## src/rtl/mod_sched_pkg.sv

```systemverilog
// Shared types and constants for the modulation segment scheduler and its
// transition trigger.
package mod_sched_pkg;

  localparam logic [15:0] REP_INFINITE = 16'hFFFF;

  typedef enum logic [7:0] {
    SYNC_IDX  = 8'h00,
    SYS_TIME  = 8'h01,
    GPIO      = 8'h02,
    IMMEDIATE = 8'hFF
  } transition_mode_t;

  typedef enum logic [1:0] {
    RUN_INF,
    RUN_FIN,
    WAIT_TRANS,
    STOPPED
  } sched_state_t;

endpackage

```

## src/rtl/mod_transition_trigger.sv

```systemverilog
// Evaluates the pending transition condition: sample-index wrap, system-time
// compare, GPIO rising edge, or unconditional for immediate/unknown modes.
module mod_transition_trigger
  import mod_sched_pkg::*;
#(
  parameter int SYS_TIME_W = 56
) (
  input  logic                  clk_i,
  input  logic                  rst_n_i,
  input  logic [7:0]            mode_i,
  input  logic [SYS_TIME_W-1:0] value_i,
  input  logic                  wrap_i,
  input  logic [SYS_TIME_W-1:0] sys_time_i,
  input  logic [3:0]            gpio_i,
  output logic                  fire_o
);

  logic [3:0] gpio_q;
  logic       gpio_rise;

  always_ff @(posedge clk_i or negedge rst_n_i) begin
    if (!rst_n_i) begin
      gpio_q <= '0;
    end else begin
      gpio_q <= gpio_i;
    end
  end

  // A level already high when the request is latched does not count as an edge.
  assign gpio_rise = gpio_i[value_i[1:0]] & ~gpio_q[value_i[1:0]];

  always_comb begin
    fire_o = 1'b1;
    case (mode_i)
      SYNC_IDX: fire_o = wrap_i;
      SYS_TIME: fire_o = (sys_time_i >= value_i);
      GPIO:     fire_o = gpio_rise;
      default:  fire_o = 1'b1;
    endcase
  end

endmodule

```

## src/rtl/mod_segment_scheduler.sv

```systemverilog
// Segment scheduler for the double-buffered modulation datapath: selects the
// active read segment, times requested switches and counts finite repetitions.
module mod_segment_scheduler
  import mod_sched_pkg::*;
#(
  parameter int IDX_W      = 15,
  parameter int SYS_TIME_W = 56
) (
  input  logic                  clk_i,
  input  logic                  rst_n_i,
  input  logic                  update_i,
  input  logic                  req_rd_segment_i,
  input  logic [63:0]           transition_i,
  input  logic [2*IDX_W-1:0]    cycle_i,
  input  logic [31:0]           rep_i,
  input  logic [IDX_W-1:0]      idx_in_i,
  input  logic [SYS_TIME_W-1:0] sys_time_i,
  input  logic [3:0]            gpio_in_i,
  output logic                  segment_o,
  output logic                  seg_changed_o,
  output logic                  stop_o,
  output logic                  busy_o
);

  sched_state_t          state_q, state_d;
  logic                  segment_q, segment_d;
  logic                  seg_changed_q, seg_changed_d;
  logic                  stop_q, stop_d;
  logic                  busy_q, busy_d;
  logic [15:0]           loop_cnt_q, loop_cnt_d;
  logic                  pend_seg_q, pend_seg_d;
  logic [7:0]            pend_mode_q, pend_mode_d;
  logic [SYS_TIME_W-1:0] pend_value_q, pend_value_d;
  logic [IDX_W-1:0]      prev_idx_q;
  logic [2*IDX_W-1:0]    cycle_q;

  logic [IDX_W-1:0]      active_cycle;
  logic [15:0]           active_rep;
  logic [15:0]           pend_rep;
  logic                  wrap;
  logic                  counting;
  logic                  fire;

  assign active_cycle = segment_q  ? cycle_q[2*IDX_W-1:IDX_W] : cycle_q[IDX_W-1:0];
  assign active_rep   = segment_q  ? rep_i[31:16] : rep_i[15:0];
  assign pend_rep     = pend_seg_q ? rep_i[31:16] : rep_i[15:0];

  assign wrap     = (prev_idx_q == active_cycle) && (idx_in_i == '0);
  assign counting = !stop_q &&
                    ((state_q == RUN_FIN) ||
                     ((state_q == WAIT_TRANS) && (active_rep != REP_INFINITE)));

  mod_transition_trigger #(
    .SYS_TIME_W (SYS_TIME_W)
  ) u_trigger (
    .clk_i      (clk_i),
    .rst_n_i    (rst_n_i),
    .mode_i     (pend_mode_q),
    .value_i    (pend_value_q),
    .wrap_i     (wrap),
    .sys_time_i (sys_time_i),
    .gpio_i     (gpio_in_i),
    .fire_o     (fire)
  );

  always_ff @(posedge clk_i or negedge rst_n_i) begin
    if (!rst_n_i) begin
      state_q       <= RUN_INF;
      segment_q     <= 1'b0;
      seg_changed_q <= 1'b0;
      stop_q        <= 1'b0;
      busy_q        <= 1'b0;
      loop_cnt_q    <= '0;
      pend_seg_q    <= 1'b0;
      pend_mode_q   <= '0;
      pend_value_q  <= '0;
      prev_idx_q    <= '0;
      cycle_q       <= '0;
    end else begin
      state_q       <= state_d;
      segment_q     <= segment_d;
      seg_changed_q <= seg_changed_d;
      stop_q        <= stop_d;
      busy_q        <= busy_d;
      loop_cnt_q    <= loop_cnt_d;
      pend_seg_q    <= pend_seg_d;
      pend_mode_q   <= pend_mode_d;
      pend_value_q  <= pend_value_d;
      prev_idx_q    <= idx_in_i;
      cycle_q       <= cycle_i;
    end
  end

  // Loop counting first; a new request or a switch later in this block takes
  // precedence, so a switch coinciding with a wrap clears instead of counts.
  always_comb begin
    state_d       = state_q;
    segment_d     = segment_q;
    seg_changed_d = 1'b0;
    stop_d        = stop_q;
    busy_d        = busy_q;
    loop_cnt_d    = loop_cnt_q;
    pend_seg_d    = pend_seg_q;
    pend_mode_d   = pend_mode_q;
    pend_value_d  = pend_value_q;

    if (wrap && counting) begin
      if (loop_cnt_q == active_rep) begin
        stop_d = 1'b1;
        if (state_q == RUN_FIN) begin
          state_d = STOPPED;
        end
      end else begin
        loop_cnt_d = loop_cnt_q + 16'd1;
      end
    end

    if (update_i) begin
      pend_seg_d   = req_rd_segment_i;
      pend_mode_d  = transition_i[63:56];
      pend_value_d = transition_i[SYS_TIME_W-1:0];
      busy_d       = 1'b1;
      state_d      = WAIT_TRANS;
    end else if ((state_q == WAIT_TRANS) && fire) begin
      segment_d     = pend_seg_q;
      seg_changed_d = 1'b1;
      stop_d        = 1'b0;
      loop_cnt_d    = '0;
      busy_d        = 1'b0;
      state_d       = (pend_rep == REP_INFINITE) ? RUN_INF : RUN_FIN;
    end
  end

  assign segment_o     = segment_q;
  assign seg_changed_o = seg_changed_q;
  assign stop_o        = stop_q;
  assign busy_o        = busy_q;

endmodule

```

## config.mk

```make
export PLATFORM = sky130hd
export DESIGN_NAME = mod_segment_scheduler
export DESIGN_NICKNAME = d
export VERILOG_FILES = /design/src/rtl/mod_sched_pkg.sv /design/src/rtl/mod_transition_trigger.sv /design/src/rtl/mod_segment_scheduler.sv
export SDC_FILE = /design/constraint.sdc
export NUM_CORES = 1
export LEC_CHECK = 0
export ABC_AREA = 1
export ABC_CLOCK_PERIOD_IN_PS = 5900
export BUFFER_PORTS_ARGS = -buffer_cell sky130_fd_sc_hd__buf_2
export CORE_MARGIN = 1
export CORE_UTILIZATION = 58
export CTS_CLUSTER_DIAMETER = 200
export CTS_CLUSTER_SIZE = 12
export DETAILED_ROUTE_END_ITERATION = 10
export GPL_TIMING_DRIVEN = 0
export PLACE_DENSITY = 0.87
export SKIP_LAST_GASP = 1
export SYNTH_ARGS = -nofsm -noshare
export SYNTH_HDL_FRONTEND = slang
export SYNTH_SLANG_ARGS = --single-unit
```

## constraint.sdc

```tcl
create_clock -name clk_i -period 5.9 [get_ports clk_i]
set_input_delay 1.18 -clock clk_i [delete_from_list [all_inputs] [get_ports clk_i]]
set_output_delay 1.18 -clock clk_i [all_outputs]
set_load 0.01 [all_outputs]
```

After elaboration in Yosys (flattened, before gate mapping)

Index checks and enable logic that the tools add are counted.

Logic and storage cells: 67
Memory bits (writable): 0
Bits in read-only memories: 0
Output and inout port bits: 4
Bits in registers: 136
Latch bits: 0
Memories: 0
Input port bits: 205

Muxes and demuxes: 26
Order comparisons: 2
Multiply operators: 0
Divide/modulo/power cells: 0
Shifts and indexed selects: 0
Add/sub/neg operators: 1
Eq/ne operators: 8
Reduce and logical (&&, ||, !) cells: 15
Bitwise operators: 3

Operators with widths:

| cell                  | count |
|---|---|
| $mux 16               | 6 |
| $ge 56x56->1          | 1 |
| $add 16x1->16 const B | 1 |
| $eq 16x16->1          | 1 |
| $eq 16x16->1 const B  | 1 |
| $ne 16x16->1 const B  | 1 |
| $eq 15x15->1          | 1 |
| $logic_not 15->1      | 1 |
| $mux 15               | 1 |
| $mux 1                | 11 |
| $mux 2                | 5 |
| $reduce_bool 3->1     | 3 |
| $eq 8x1->1 const B    | 1 |
| $eq 8x2->1 const B    | 1 |
| $logic_not 8->1       | 1 |
| $logic_and 1x1->1     | 5 |
| $bmux 1 s2            | 2 |
| $lt 2x3->1 const B    | 1 |
| $pmux 1 s3            | 1 |
| $reduce_and 3->1      | 1 |
| $eq 2x1->1 const B    | 1 |
| $eq 2x2->1 const B    | 1 |
| $not 1->1             | 2 |
| $reduce_and 2->1      | 1 |
| other kinds (4)       | 4 |

Depth between registers and ports, before layout

Depth in word-level cells: 9
Depth in mapped cells: 19
Mapped depth without buffers: 18

Hierarchy

Synthesis repeated with hierarchy kept, for this count alone.

Cell total of the unflattened synthesis: 1,176
Area, all modules: 8,281.7 um^2

By module, submodules not included:

| module                 | sequential area each (um^2) | instances | area each (um^2) | cells each |
|---|---|---|---|---|
| mod_segment_scheduler  | 3,303.2                     | 1         | 6,476.2          | 880 |
| mod_transition_trigger | 100.1                       | 1         | 1,805.5          | 296 |

Worst setup path before layout

Ideal clock, no wire load.

Kind: input to register
Start: input port sys_time_i[55]
End: register loop_cnt_q[10]
Stages: 15
Setup slack: 3.126 ns
Required time: 5.784 ns
Arrival: 2.658 ns
Setup time: 0.116 ns
Buffers on the path: 1
Path through: ha_1 -> nand2_1 -> nor2_1 -> nand2_1 -> nor2_1 -> nand3_1 -> a21oi_1 -> nor2_1 -> nand2_1 -> nand2_1 -> nand2_1 -> nand2_1 -> inv_2 -> buf_4 -> nor2_1

Word-level cells in the longest chain between the ends: 5

RTL lines:

| what                 | line                         | source |
|---|---|---|
| from (decl)          | mod_segment_scheduler.sv:17  | `input logic [SYS_TIME_W-1:0] sys_time_i,` |
| $ge 56x56->1         | mod_transition_trigger.sv:36 | `SYS_TIME: fire_o = (sys_time_i >= value_i);` |
| $pmux 1 s3           | mod_transition_trigger.sv:34 | `case (mode_i)` |
| $logic_and 1x1->1    | mod_segment_scheduler.sv:124 | `end else if ((state_q == WAIT_TRANS) && fire) begin` |
| $mux 16              | mod_segment_scheduler.sv:124 |  |
| $mux 16              | mod_segment_scheduler.sv:118 | `if (update_i) begin` |
| via loop_cnt_d[10]   | mod_segment_scheduler.sv:30  | `logic [15:0] loop_cnt_q, loop_cnt_d;` |
| to (signal assigned) | mod_segment_scheduler.sv:85  | `loop_cnt_q <= loop_cnt_d;` |
| to (decl)            | mod_segment_scheduler.sv:30  |  |

The timed path passes the listed nets, and every way through them passes these cells.
A chain may end at the register's enable or synchronous reset.

Worst setup path after layout

Start: input port sys_time_i[23]
End: register loop_cnt_q[12]

Same word-level chain as after synthesis.

==> impl_metrics.yaml <==
outcome:
  status: "completed"
worst_setup_path:
  worstSetupPathType: "in2reg"
  critPathArrivalTime_ps: 3310
  cp_slowest_stage_delay_ps: 300
  critical_path.most_common_cell: "nand2_1"
  crit_fanout: 10
  cp_slowest_cell: "ha_1"
  r2r_cells: 16
  worstPathRequired_ps: 6210
  worstSetupStartpointType: "input pin"
  cp_cell_sequence: "buf_2, ha_1, nand2_1, nor2_1, nand2_1, nor2_1, nand2_1, a21oi_1, nor2_1, nand2_1, nand2_1, nand2_1, nand2_1, inv_2, buf_4, nor2_1"
  cp-end-kind: "flip-flop"
clock_network:
  post-cts-setup-buffers: 0
  cts_tree: "yes"
  cts.sinks: 136
  clock-root-buffer: "clkbuf_16"
  cts_resized: 0
  clk_pin_slew_ps: 60
  postCtsHoldBufs: 0
  cts_buffers: 17
  clock_latency_ps: 420
  cts_buffer_depth: 2
  cts-htree-levels: 4
drt:
  post-route-drc-count: 0
  drtIter0Drc: 519
  num_vias: 7839
  wl_per_cell_microns: 14.1
  antenna_left: 0
  dr.pass1.iters: 5
  routed_wl_mm: 21.3
  viasPerCell: 5.18
timing:
  rsz0062_at_grt: "false"
  setup_viol: 0
  slew_headroom: 0.636
  hold_viol_final: 0
  fin_setup_tns_ps: 0
  fin_worst_skew_ps: 9.73
  max_freq_mhz: 333
  period_minus_slack_ps: 3010
  fin_crit_sh: 0.510
  slew_violations: 0
  holdWs_ps: 474
  tightestPinTransition_ps: 546
  worst_slack_ps: 2890
cells_and_area:
  layout_common_cells: "nand2_1 (440), buf_2 (213), inv_1 (155), dfrtp_1 (136), nor2_1 (86)"
  fin_nets: 1587
  area_growth_pct: 24.2
  design_area_sq_mm: 0.00985
  diodes: 0
  layout-drive-gt1-share: 0.191
  layout_commonest_cell: "nand2_1"
  multi_input_comb_area_sq_mm: 0.00380
  fill_cells: 1055
  regArea_sq_mm: 0.00340
  fin_cells: 1513
pwr:
  switching_share: 0.310
  ir_drop_v: 0.000262
  seqPwrFrac: 0.351
  p_clk_frac: 0.387
  comb_power_share: 0.263
  p_per_area_mw_per_mm2: 299
  p_int_w: 0.00203
  total_leakage_power_nw: 5.57
  power.switching_w: 0.000914
synth:
  postSynthCellCount: 1098
  ys_seq_area_frac: 0.429
  ys_types: 29
  yosys.area.top_type: "dfrtp_1"
  syn-cell-area_sq_mm: 0.00793
  synth_area_per_cell_sq_um: 7.22
  ys_warn_count: 0
  syn_nets: 1360
  yosysTopAreaCellShare: 0.429
  synthTopCellsByArea: "dfrtp_1 (43%), nand2_1 (21%), ha_1 (9.0%)"
  ys_seq_elements: 136
floorplanning:
  core_area_sq_mm: 0.0133
  ios: 209
  rows: 42
  die_area_sq_mm: 0.0141
  fp.dieH_microns: 119
  start_util: 0.596
  die-width_microns: 119
global_routing:
  grt_max_degree: 80
  grt_pass1_vias: 7766
  antenna_found_initial: 2
  grt_pass1_wl_mm: 35.3
  grt_usage: 0.318
  grt_overflow: 0
place:
  dp.cells: 1482
  placed_cell_area_sq_mm: 0.00922
  io_buffer_count: 207
  place_ws_ps: 2540
  gp_routability_congestion: 0.939
  dp_hpwl_mm: 16.1
hold_path:
  min_path_type: "reg2reg"
  hold_depth: 2
flow_run:
  maxCapViolations: 0
sequential cells by signal, summed over array words and instances (netlist names), 2 cells and up:
name / cells
cycle_q: 30
loop_cnt_q: 16
pend_mode_q: 8
pend_value_q: 56
prev_idx_q: 15
state_q: 2
u_trigger.gpio_q: 4
synth_stat cells:
library cell,instances
a21o_1,5
a21oi_1,22
buf_2,7
buf_4,5
buf_6,1
clkbuf_1,13
clkinv_1,1
dfrtp_1,136
ha_1,57
inv_1,155
inv_2,2
nand2_1,440
nand2_2,1
nand3_1,34
nand3_2,1
nand3b_1,3
nand4_1,13
nor2_1,86
nor2_2,2
nor2_4,1
nor3_1,7
nor4_1,2
o211ai_1,5
o21ai_0,78
o21ai_1,1
o21bai_1,1
o22ai_1,2
xnor2_1,1
xor2_1,16
stage by stage:
step,power [W],utilization
after floorplan,0.00154,-
after global placement,0.00176,0.691
after detailed placement,0.00180,0.693
after CTS,0.00295,0.741
after global routing,0.00310,0.741
final,0.00294,0.741
layer usage:
layer,up-vias,GRT usage,routed length [microns]
li1,3852,-,-
met1,3597,0.367,8660
met2,329,0.550,10300
met3,57,0.0939,1800
met4,4,0.134,537
met5,-,0,33
area by class of cell:
class | count | area share
plain buffers | 26 | 0.0135
multi-input cells | 778 | 0.386
well taps | 176 | 0.0224
flip-flops and latches | 136 | 0.346
inverters | 158 | 0.0602
clock buffers | 24 | 0.0499
repair buffers | 208 | 0.109
clock inverters | 7 | 0.0141
worst paths after layout:
| path | from | to | slack (ps) |
|---|---|---|---|
| hold reg to reg | pend_mode_q[6] | pend_mode_q[6] | 470 |
| max in group asynchronous | rst_n_i | pend_value_q[31] | 4380 |
| setup reg to reg | segment_o | loop_cnt_q[12] | 3360 |
| hold / removal | pend_mode_q[6] | pend_mode_q[6] | 470 |
| setup / recovery | sys_time_i[23] | loop_cnt_q[12] | 2890 |
| min in group asynchronous | rst_n_i | cycle_q[11] | 730 |
kinds of logic (layout without fill, tap and decap cells):
group	Yosys count	count (layout)	share of synthesized area
AND/OR/NAND/NOR	590	590	0.295
buffers and inverters	184	423	0.0915
adder cells (fa/ha/maj)	57	57	0.0900
AO/OA/AOI/OAI	114	114	0.0758
XOR/XNOR	17	17	0.0188
flip-flops	136	136	0.429
power groups by stage:
stage	clock (W)	combinational (W)	sequential, W
finish	0.00114	0.000773	0.00103
global placement	0	0.000718	0.00105
global route	0.00118	0.000882	0.00104
detailed placement	0	0.000752	0.00105
floorplan	0	0.000495	0.00105
CTS	0.00115	0.000767	0.00103
worst max-delay path, delay by kind of cell:
| kind | cells | cell delay (ps) |
|---|---|---|
| adders and majority gates | 1 | 300 |
| AOI/OAI and AO/OA | 1 | 150 |
| and+or+nand+nor | 11 | 1180 |
| buffers and inverters | 3 | 490 |
Power figures use the tool's default switching activity.
